**config.mk**
```make
export PLATFORM = sky130hd
export DESIGN_NAME = regfile_scoreboard
export DESIGN_NICKNAME = d
export VERILOG_FILES = /design/src/rtl/regfile_scoreboard.sv
export SDC_FILE = /design/constraint.sdc
export NUM_CORES = 1
export LEC_CHECK = 0
export BUFFER_PORTS_ARGS = -buffer_cell sky130_fd_sc_hd__buf_2
export CORE_MARGIN = 2
export CORE_UTILIZATION = 60
export DETAILED_ROUTE_END_ITERATION = 12
export GPL_TIMING_DRIVEN = 0
export HOLD_SLACK_MARGIN = 0.15
export PLACE_DENSITY = 0.88
export SYNTH_ARGS = -nofsm -noshare
export SYNTH_HDL_FRONTEND = slang
export SYNTH_SLANG_ARGS = --single-unit
```
**constraint.sdc**
```tcl
create_clock -name CLK -period 8.1 [get_ports CLK]
set_clock_uncertainty 0.15 [all_clocks]
set_input_delay 1.215 -clock CLK [delete_from_list [all_inputs] [get_ports CLK]]
set_output_delay 1.215 -clock CLK [all_outputs]
set_load 0.01 [all_outputs]
```
**src/rtl/regfile_scoreboard.sv**
```systemverilog
// Two-read / two-write register file with a load-use scoreboard and a registered debug port.
// Sits between decode (reads, stall) and write-back (writes, scoreboard clear).
module regfile_scoreboard #(
  parameter int DataWidth   = 16,
  parameter int RegAddrBits = 3,
  parameter int TotalReg    = 8,
  parameter int ZeroReg     = 1,
  parameter int LinkReg     = 7,
  parameter int Bypass      = 1
) (
  input  logic                   CLK,
  input  logic                   RST,
  input  logic [RegAddrBits-1:0] ra1,
  input  logic [RegAddrBits-1:0] ra2,
  input  logic                   use1,
  input  logic                   use2,
  output logic [DataWidth-1:0]   rd1,
  output logic [DataWidth-1:0]   rd2,
  input  logic                   wen,
  input  logic [RegAddrBits-1:0] waddr,
  input  logic [DataWidth-1:0]   wdata,
  input  logic                   lwen,
  input  logic [DataWidth-1:0]   ldata,
  input  logic                   sb_set,
  input  logic [RegAddrBits-1:0] sb_addr,
  output logic                   stall,
  output logic [TotalReg-1:0]    busy_vec,
  input  logic [RegAddrBits-1:0] inr,
  output logic [DataWidth-1:0]   out_value
);

  localparam logic [RegAddrBits-1:0] LinkAddr = RegAddrBits'(LinkReg);
  localparam bit HasZero   = (ZeroReg != 0);
  localparam bit HasBypass = (Bypass != 0);

  logic [DataWidth-1:0] regs [TotalReg];
  logic [TotalReg-1:0]  busy;
  logic [TotalReg-1:0]  busyNext;
  logic                 mainOk;
  logic                 linkOk;
  logic                 setOk;
  logic                 fwd1;
  logic                 fwd2;

  // Main port beats the link port when both aim at the link register.
  assign mainOk = wen && !(HasZero && (waddr == '0));
  assign linkOk = lwen && !(HasZero && (LinkAddr == '0)) && !(mainOk && (waddr == LinkAddr));
  assign setOk  = sb_set && !(HasZero && (sb_addr == '0));

  assign fwd1 = HasBypass && ((mainOk && (waddr == ra1)) || (linkOk && (ra1 == LinkAddr)));
  assign fwd2 = HasBypass && ((mainOk && (waddr == ra2)) || (linkOk && (ra2 == LinkAddr)));

  always_comb begin
    rd1 = regs[ra1];
    if (HasBypass && mainOk && (waddr == ra1))
      rd1 = wdata;
    else if (HasBypass && linkOk && (ra1 == LinkAddr))
      rd1 = ldata;
    if (RST || (HasZero && (ra1 == '0)))
      rd1 = '0;
  end

  always_comb begin
    rd2 = regs[ra2];
    if (HasBypass && mainOk && (waddr == ra2))
      rd2 = wdata;
    else if (HasBypass && linkOk && (ra2 == LinkAddr))
      rd2 = ldata;
    if (RST || (HasZero && (ra2 == '0)))
      rd2 = '0;
  end

  // Clear on committed write first, then set, so a new pending load wins.
  always_comb begin
    busyNext = busy;
    if (mainOk)
      busyNext[waddr] = 1'b0;
    if (linkOk)
      busyNext[LinkAddr] = 1'b0;
    if (setOk)
      busyNext[sb_addr] = 1'b1;
  end

  assign stall = !RST && ((use1 && busy[ra1] && !fwd1) || (use2 && busy[ra2] && !fwd2));
  assign busy_vec = busy;

  always_ff @(posedge CLK or posedge RST) begin
    if (RST) begin
      for (int i = 0; i < TotalReg; i++)
        regs[i] <= '0;
      busy      <= '0;
      out_value <= '0;
    end else begin
      if (mainOk)
        regs[waddr] <= wdata;
      if (linkOk)
        regs[LinkAddr] <= ldata;
      busy      <= busyNext;
      out_value <= (HasZero && (inr == '0)) ? '0 : regs[inr];
    end
  end

endmodule

```
==> flow_summary.json <==
{
  "clock_path_buffers": 2,
  "placedCellCount": 1160,
  "die-area_mm2": 0.0177,
  "initial_core_util": 0.609,
  "power.leakage_uw": 0.00486,
  "setup_viol": 0,
  "slew_violations": 0,
  "n_fill_cell": 1187,
  "synthFlopType": "dfrtp_1",
  "maxCapViolations": 0,
  "crit_family": "buffers and inverters",
  "wl_um": 33100,
  "grt_pass1_wl_um": 50500,
  "die_h_um": 133,
  "hp-start": "regs[116]",
  "powerDensity_mw_per_mm2": 224,
  "crit_buf_inv": 4,
  "cts_sinks": 152,
  "syn_inst": 853,
  "synthArstFlopShare": 1.00,
  "avgViaCountPerCell": 7.12,
  "cts_buffers": 17,
  "clkTransAtPathRegs_ps": 60,
  "finalSetupTns_ps": 0,
  "hold_path.class": "flip-flop to flip-flop",
  "worstReg2RegStart": "regs[96]",
  "worst_pin_slew_ps": 1090,
  "dr.pass1.iters": 7,
  "nNetsFinal": 1013,
  "critPathKind": "input pin to primary output",
  "cts_resized": 0,
  "yosysTopAreaCell": "dfrtp_1",
  "power_uw": 2550,
  "synth.top_cell.area_share": 0.380,
  "status": "finished clean",
  "vias": 8476,
  "synth.most_common_cell": "dfrtp_1",
  "synth_nets": 907,
  "finalNonFillerCells": 1191,
  "synthTopCellsByArea": "dfrtp_1 38%, mux2_2 13%, mux4_2 11%, mux2i_1 8.2%, nor3b_1 2.5%",
  "syn2layout_area_growth_pct": 13.6,
  "required_ps": 6730,
  "cp_max_fo": 10,
  "place_ws_ps": 3490,
  "postRouteAntennaNets": 0,
  "synthTopCellsByCount": "152 x dfrtp_1, 112 x mux2_2, 82 x mux2i_1",
  "synth_cell_type_count": 46,
  "synth_edf_count": 0,
  "grt_overflow": 0,
  "fmax_mhz": 209,
  "start_kind": "input pin",
  "grt_max_degree": 101,
  "die_w_um": 133,
  "cts-root-buf": "clkbuf_16",
  "path_cells": "buf_2 > clkbuf_1 > o31ai_2 > buf_2 > a211oi_1 > buf_2",
  "syn_area_mm2": 0.0100,
  "drt_iter0_drc": 1345,
  "cts_tree": "yes",
  "core_area_mm2": 0.0165,
  "synth_area_per_cell_um2": 11.7,
  "critPathSlowestCell": "o31ai_2",
  "grt_setup_unrepaired": "no",
  "drive_gt1_frac": 0.392,
  "holdWs_ps": 335,
  "cp_slowest_stage_delay_ps": 940,
  "gp_congestion": 1.02,
  "ys_seq_area_frac": 0.380,
  "cp-startpoint": "ra2[2]",
  "dp_hpwl_um": 21700,
  "cpMostUsedCell": "buf_2",
  "ctsHoldBuffers": 0,
  "post-route-period-util": 0.591,
  "irDropWorstVdd_mv": 0.223,
  "insertion_delay_ps": 450,
  "hold_viol_final": 0,
  "fin_crit_ps": 4780,
  "fp-row-count": 47,
  "routedWlPerCell_um": 27.8,
  "htreeDepth": 4,
  "slew_headroom": 0.275,
  "num_io_pins": 111,
  "synth_seq_cells": 152,
  "worstPathArrival_ps": 3420,
  "grt_usage": 0.386,
  "io_buffer_count": 86,
  "synth_warnings": 0,
  "drc": 0,
  "post-route-worst-setup-slack_ps": 3320,
  "cp-end-kind": "primary output",
  "grt_pass1_vias": 8634,
  "antenna_found_initial": 0,
  "postCtsSetupBuffers": 0
}
[worst register-to-register path, cell delays in order (launching register included)]
cell and delay (ps):
dfrtp_1 440, mux2_2 300, a221oi_1 300, a21oi_1 100
[path summary, 6_finish.rpt]
kind	endpoint	slack, ps	cells after the start
min reg2reg	regs[116]	340	1
max in group asynchronous	regs[5]	6220	3
min in group asynchronous	busy_vec[2]	670	2
max reg2reg	out_value[0]	6640	3
min	regs[116]	340	1
max	rd2[4]	3320	6
[per-stage QoR]
| step | area [µm²] | util |
|---|---|---|
| final | 11400 | 0.691 |
| after global routing | 11400 | 0.691 |
| after CTS | 11400 | 0.691 |
| after detailed placement | 10800 | 0.653 |
| after global placement | 10700 | 0.651 |
| after floorplan | 10000 | - |
[registers in the layout, indices dropped and copies added, names as in the netlist]
name	cells
out_value	16
busy_vec	8
regs	128
[per-layer routing]
layer | share of wire | GRT usage | routed length (µm) | up-vias
li1 | - | - | - | 3428
met1 | 0.35 | 0.475 | 11600 | 4107
met2 | 0.46 | 0.601 | 15100 | 749
met3 | 0.13 | 0.131 | 4160 | 192
met4 | 0.067 | 0.220 | 2220 | 0
met5 | 0 | 0 | 0 | -
[logic make-up after synthesis]
logic type / Yosys count / synth area share
xor+xnor: 4 / 0.00500
flops: 152 / 0.380
simple gates: 127 / 0.0843
buf+inv: 134 / 0.0704
compound gates: 192 / 0.140
mux: 244 / 0.320
[area by class of cell]
cell class / count / area [µm²] / area share
Multi-Input combinational cell: 567 / 5510 / 0.484
Sequential cell: 152 / 3800 / 0.334
Buffer: 112 / 623 / 0.0548
Clock buffer: 21 / 470 / 0.0413
Timing Repair Buffer: 87 / 458 / 0.0402
Tap cell: 220 / 275 / 0.0242
Clock inverter: 9 / 148 / 0.0130
Inverter: 22 / 87.6 / 0.00770
Antenna cell: 1 / 2.50 / 0.000220
[cells in the final DEF, fill, tap and decap left out, types with 5 or more instances in the layout]
cell type | netlist | layout
dfrtp_1 | 152 | 152
buf_2 | 33 | 119
mux2_2 | 112 | 112
mux2i_1 | 82 | 82
clkbuf_1 | 52 | 53
mux4_2 | 50 | 50
a21oi_1 | 48 | 48
nand2b_1 | 37 | 37
nor3b_1 | 34 | 34
a22oi_1 | 33 | 33
a31oi_1 | 27 | 27
nand2_1 | 25 | 25
inv_1 | 22 | 21
o21ai_0 | 20 | 20
a211oi_2 | 20 | 20
clkbuf_16 | 0 | 17
buf_6 | 16 | 16
a221oi_1 | 15 | 15
a211oi_1 | 12 | 12
buf_4 | 7 | 7
nor2_1 | 5 | 5
a31oi_2 | 5 | 5
[power by group]
group / switching, µW / total, µW / internal (µW)
Clock: 326 / 860 / 534
Sequential: 131 / 1030 / 896
Combinational: 314 / 666 / 352
Total: 771 / 2550 / 1780
(Power assumes the default switching activity.)
